<file path="src/rtl/brus16_pkg.sv">
// Shared types and constants for the brus16 program loader.
// CODE_LOADER_CHECKSUM_EN adds the trailing checksum states.
package brus16_pkg;

  localparam int CODE_WIDTH_DEF = 13;
  localparam int LEN_BYTES      = 2;
  localparam int CHK_BYTES      = 2;

  typedef enum logic [3:0] {
    ST_IDLE,
    ST_LEN_LO,
    ST_LEN_HI,
    ST_DATA_LO,
    ST_DATA_HI,
    ST_WRITE,
    ST_DONE,
    ST_ERROR
`ifdef CODE_LOADER_CHECKSUM_EN
    ,
    ST_CHK_LO,
    ST_CHK_HI
`endif
  } ld_state_e;

endpackage

</file>
<file path="src/rtl/byte_pair_assembler.sv">
// Joins a little-endian lo/hi byte pair into one 16-bit word.
// Used for the length, data and checksum fields.
module byte_pair_assembler (
  input  logic        clk,
  input  logic        rst_n,
  input  logic        clear,
  input  logic        byte_en,
  input  logic        byte_hi,
  input  logic [7:0]  byte_in,
  output logic [15:0] word,
  output logic        word_valid
);

  logic [7:0] lo_q;

  always_ff @(posedge clk or negedge rst_n) begin
    if (!rst_n) begin
      lo_q <= '0;
    end else if (clear) begin
      lo_q <= '0;
    end else if (byte_en && !byte_hi) begin
      lo_q <= byte_in;
    end
  end

  // word is valid in the same cycle the high byte is accepted
  assign word       = {byte_in, lo_q};
  assign word_valid = byte_en & byte_hi;

endmodule

</file>
<file path="src/rtl/code_loader.sv">
// Streams a length-prefixed 16-bit image into program memory.
// CODE_LOADER_CHECKSUM_EN appends a verified sum word.
module code_loader
  import brus16_pkg::*;
#(
  parameter int CODE_WIDTH = CODE_WIDTH_DEF
) (
  input  logic                  clk,
  input  logic                  reset,
  input  logic                  start,
  input  logic [7:0]            rx_data,
  input  logic                  rx_valid,
  output logic                  rx_ready,
  output logic                  mem_din_we,
  output logic [CODE_WIDTH-1:0] mem_din_addr,
  output logic [15:0]           mem_din,
  output logic                  cpu_hold,
  output logic                  done,
  output logic                  error
);

  localparam int IW = CODE_WIDTH + 1;
  localparam logic [16:0] MAX_N = 17'd1 << CODE_WIDTH;

  ld_state_e     state;
  logic [15:0]   len_q;
  logic [IW-1:0] idx_q;
  logic [IW-1:0] idx_nxt;
  logic          accept;
  logic          hi_sel;
  logic          start_ok;
  logic          last_word;
  logic [15:0]   word;
  logic          word_valid;

  assign accept  = rx_valid & rx_ready;
  assign idx_nxt = idx_q + {{(IW-1){1'b0}}, 1'b1};
  assign last_word =
    {{(17-IW){1'b0}}, idx_nxt} == {1'b0, len_q};

  assign start_ok = start &
    ((state == ST_IDLE) | (state == ST_DONE) |
     (state == ST_ERROR));

`ifdef CODE_LOADER_CHECKSUM_EN
  assign hi_sel = (state == ST_LEN_HI) |
                  (state == ST_DATA_HI) |
                  (state == ST_CHK_HI);
`else
  assign hi_sel = (state == ST_LEN_HI) |
                  (state == ST_DATA_HI);
`endif

  byte_pair_assembler u_bpa (
    .clk        (clk),
    .rst_n      (reset),
    .clear      (start_ok),
    .byte_en    (accept),
    .byte_hi    (hi_sel),
    .byte_in    (rx_data),
    .word       (word),
    .word_valid (word_valid)
  );

`ifdef CODE_LOADER_CHECKSUM_EN
  logic [15:0] sum_q;

  always_ff @(posedge clk or negedge reset) begin
    if (!reset) begin
      sum_q <= '0;
    end else if (start_ok) begin
      sum_q <= '0;
    end else if (state == ST_DATA_HI && word_valid) begin
      sum_q <= sum_q + word;
    end
  end
`endif

  always_ff @(posedge clk or negedge reset) begin
    if (!reset) begin
      state        <= ST_IDLE;
      rx_ready     <= 1'b0;
      mem_din_we   <= 1'b0;
      mem_din_addr <= '0;
      mem_din      <= '0;
      cpu_hold     <= 1'b1;
      done         <= 1'b0;
      error        <= 1'b0;
      idx_q        <= '0;
      len_q        <= '0;
    end else begin
      mem_din_we <= 1'b0;
      unique case (state)
        ST_IDLE, ST_DONE, ST_ERROR: begin
          if (start) begin
            state        <= ST_LEN_LO;
            rx_ready     <= 1'b1;
            cpu_hold     <= 1'b1;
            done         <= 1'b0;
            error        <= 1'b0;
            mem_din_addr <= '0;
            idx_q        <= '0;
            len_q        <= '0;
          end
        end
        ST_LEN_LO: begin
          if (accept) state <= ST_LEN_HI;
        end
        ST_LEN_HI: begin
          if (word_valid) begin
            len_q <= word;
            if (word == 16'd0) begin
`ifdef CODE_LOADER_CHECKSUM_EN
              state    <= ST_CHK_LO;
`else
              state    <= ST_DONE;
              rx_ready <= 1'b0;
              cpu_hold <= 1'b0;
              done     <= 1'b1;
`endif
            end else if ({1'b0, word} > MAX_N) begin
              state    <= ST_ERROR;
              rx_ready <= 1'b0;
              error    <= 1'b1;
            end else begin
              state <= ST_DATA_LO;
            end
          end
        end
        ST_DATA_LO: begin
          if (accept) state <= ST_DATA_HI;
        end
        ST_DATA_HI: begin
          if (word_valid) begin
            state        <= ST_WRITE;
            rx_ready     <= 1'b0;
            mem_din_we   <= 1'b1;
            mem_din      <= word;
            mem_din_addr <= idx_q[CODE_WIDTH-1:0];
          end
        end
        ST_WRITE: begin
          idx_q    <= idx_nxt;
          rx_ready <= 1'b1;
          if (last_word) begin
`ifdef CODE_LOADER_CHECKSUM_EN
            state    <= ST_CHK_LO;
`else
            state    <= ST_DONE;
            rx_ready <= 1'b0;
            cpu_hold <= 1'b0;
            done     <= 1'b1;
`endif
          end else begin
            state <= ST_DATA_LO;
          end
        end
`ifdef CODE_LOADER_CHECKSUM_EN
        ST_CHK_LO: begin
          if (accept) state <= ST_CHK_HI;
        end
        ST_CHK_HI: begin
          if (word_valid) begin
            rx_ready <= 1'b0;
            if (word == sum_q) begin
              state    <= ST_DONE;
              cpu_hold <= 1'b0;
              done     <= 1'b1;
            end else begin
              state <= ST_ERROR;
              error <= 1'b1;
            end
          end
        end
`endif
        default: begin
          state    <= ST_IDLE;
          rx_ready <= 1'b0;
        end
      endcase
    end
  end

endmodule

</file>
<file path="config.mk">
export PLATFORM = sky130hd
export DESIGN_NAME = code_loader
export DESIGN_NICKNAME = d
export VERILOG_FILES = /design/src/rtl/brus16_pkg.sv /design/src/rtl/byte_pair_assembler.sv /design/src/rtl/code_loader.sv
export SDC_FILE = /design/constraint.sdc
export NUM_CORES = 1
export LEC_CHECK = 0
export ABC_AREA = 1
export BUFFER_PORTS_ARGS = -buffer_cell sky130_fd_sc_hd__buf_2
export CORE_MARGIN = 2
export CORE_UTILIZATION = 45
export DETAILED_ROUTE_END_ITERATION = 10
export HOLD_SLACK_MARGIN = 0.12
export MAX_ROUTING_LAYER = met4
export PLACE_DENSITY = 0.73
export SKIP_CTS_REPAIR_TIMING = 1
export SLEW_MARGIN = 5
export SYNTH_ARGS = -nofsm -noshare
export SYNTH_HDL_FRONTEND = slang
export SYNTH_SLANG_ARGS = --single-unit
export TNS_END_PERCENT = 30
</file>
<file path="constraint.sdc">
create_clock -name clk -period 2.9 [get_ports clk]
set_input_delay 0 -clock clk [delete_from_list [all_inputs] [get_ports clk]]
set_output_delay 0 -clock clk [all_outputs]
set_load 0.02 [all_outputs]
</file>
==> metrics <==
total net switching power=1.690 mW; detailed placement HPWL=6099 um; sequential share of power=37.3%; Area after DPL=3929 um^2; All-Layer GR Usage=21.69%; detailed-route DRC error count=0; critical path data required time=3160 ps; Post-layout nets=526; syn nets=471; # clock sinks=75; CTS Buf Count=9; commonest cells in the netlist=105 x nand2_1, 74 x dfrtp_1, 65 x o21ai_0; cell with the most instances after synthesis=nand2_1; relative slew slack=27.97%; Max Root-Sink Buffers=2; endpoints failing hold=0; Mean Syn Cell Area=7.922 um^2; synthesized area=3628 um^2; Clock power frac=22.7%; dpl cells=593; Final Max Slew Viols=0; share of the synthesized area in the top cell type=51.03%; Setup violations, final=0; Post-Route Skew=10.15 ps; largest family of logic cells by synthesized area=simple AND/OR/NAND/NOR gates; I/O pins=46; PnR Total Power=3.965 mW; Unique masters post-synth=26; Worst Hold Class=in2async; Yosys top cell by area=dfrtp_1; Reg-to-Reg End=len_q[11]$_DFFE_PN0P_; Initial Utilization=46.71%; crit path from=state[0]$_DFFE_PN0P_; Peak VDD IR=0.6255 mV; EDFF count, synth=0; # diodes=0; CTS tree=built; Peak Freq=0.4355 GHz; status=finished clean; Final Cell Area=4255 um^2; die area=8798 um^2; Non-Filler Instances=620; post-route ant nets=0; CP Launch Type=flop; largest cells by area after synthesis=dfrtp_1 51%, nand2_1 11%, o21ai_0 9.0%; Worst setup EP type=flop; DR WL/cell=14.21 um; ys async rst share=100.0%; DR iter-0 viols=192; vias in the first global route=2972; root buffer cell=clkbuf_8; Max Cap Viol=0; combinational power share=40.0%; Compound-Gate Fraction of Synth Area=14.34%; Int Pwr=2.275 mW; reg2reg path depth=9; Synth Instances=458; register area share after synthesis=51.76%; critical path arrival=2560 ps; simple logic cell fraction of the synthesized area=24.59%; r2r startpoint=state[0]$_DFFE_PN0P_; XOR/XNOR Fraction of Synth Area=0%; share of cells above drive strength 1=15.83%; P_leak=2.101 nW; largest net degree at the start of global routing=76; Rows=32; Layout Area Growth over Synthesis=17.28%; Least-Margin Pin Slew=1080 ps; clock insertion delay at the later pin of the skew report=350 ps; initial antenna violation count=0; ys flop type=dfrtp_1; Crit Path Category=reg2reg; FF-to-FF setup slack=600 ps; Vias=3235; yosys warns=0; Tcrit/Tclk final=79.18%; switching power share of the total=42.62%; critical path capture point=len_q[11]$_DFFE_PN0P_; core area=7767 um^2; Worst-path clk slew=80 ps; RSZ-0062 raised after global routing=false; GP Congestion=0.8804; pwr dens=931.7 nW/um^2; Die Height=93.80 um; FF+latch count, synth=75; GRT overflow=0; Post-Synth Adder-Cell Area=0.3448%; DRT Wirelength=8808 um; Crit Path Max Fanout=32; Port Buffers=45; post-DR vias/cell=5.218; DR pass1 iterations=5; setup tns final=0 ps; htree depth=3; first-pass GRT wire length=14610 um; Final min period=2296 ps; multiplexer share of the synthesized area=0%; die boundary width=93.80 um
[area by class of cell]
class | count | area (um^2)
fillers | 739 | 3512
multi-input cells | 301 | 1425
flip-flops and latches | 75 | 1878
repair buffers | 58 | 352.8
clock inverters | 5 | 85.08
inverters | 68 | 255.2
well taps | 102 | 127.6
clock buffers | 11 | 131.4
[critical path: stages, from the launching register on]
cell and delay [ps]:
dfrtp_1 420, inv_2 80, nor2_1 50, inv_1 100, nand2_1 90, nor2_1 240
inv_2 90, a21oi_2 810, nand3_1 190, o21ai_0 130
[flip-flops by register name, indices dropped and copies added (netlist names)]
| signal | cells |
|---|---|
| len_q | 16 |
| mem_din | 16 |
| idx_q | 14 |
| mem_din_addr | 13 |
| u_bpa.lo_q | 8 |
| state | 3 |
| cpu_hold | 1 |
| done | 1 |
| error | 1 |
| mem_din_we | 1 |
| rx_ready | 1 |
[layer usage]
metal  part of all wire, %  global-route usage, %  vias to the layer above
li1                      -                      -                     1607
met1                    48                  31.71                     1504
met2                    45                  30.89                      108
met3                   5.9                  3.772                       16
met4                   1.7                  6.884                        0
met5                     0                      -                        -
[per-stage QoR]
step	hold slack [ps]	util, %	setup WS (ps)
2_1_floorplan	-295.6	-	1217
3_3_place_gp	198.4	50.58	819.6
3_5_place_dp	205.3	50.58	642.0
4_1_cts	-167.8	53.37	612.2
5_1_grt	418.2	54.78	269.8
6_report	325.5	54.78	603.9
[power by group through the flow]
stage                     clock [mW]  combinational [mW]  sequential, mW
after floorplan                    0                1.03            1.63
after global placement             0                1.56            1.49
after detailed placement           0                1.57            1.49
after CTS                      0.913                1.58            1.47
after global routing           0.955                1.79            1.51
final                          0.899                1.59            1.48
[cell families (layout without fill, tap and decap cells)]
group / Yosys count / after routing
and+or+nand+nor: 203 / 203
adders and majority gates: 1 / 1
buffers and inverters: 82 / 142
AOI/OAI and AO/OA: 97 / 97
DFF: 75 / 75
[cells in the final DEF (no fill, tap or decap), types with 9 or more instances in the layout]
master	count
nand2_1	105
dfrtp_1	74
o21ai_0	65
o22ai_1	21
clkbuf_8	9
buf_2	44
nand3_1	46
dlygate4sd3_1	11
nor2_1	28
inv_1	63
[worst min path at each step]
stage          startpoint                          end  slack (ps)  cells after the start
2_1_floorplan       reset             done$_DFFE_PN0P_        -300                      0
3_3_place_gp        reset  mem_din_addr[1]$_DFFE_PN0P_         200                      1
3_5_place_dp        reset  mem_din_addr[1]$_DFFE_PN0P_         210                      1
4_1_cts             reset         state[0]$_DFFE_PN0P_        -170                      1
5_1_grt             reset         len_q[2]$_DFFE_PN0P_         420                      2
6_report            reset         len_q[2]$_DFFE_PN0P_         330                      2
Power figures use the tool's default switching activity.
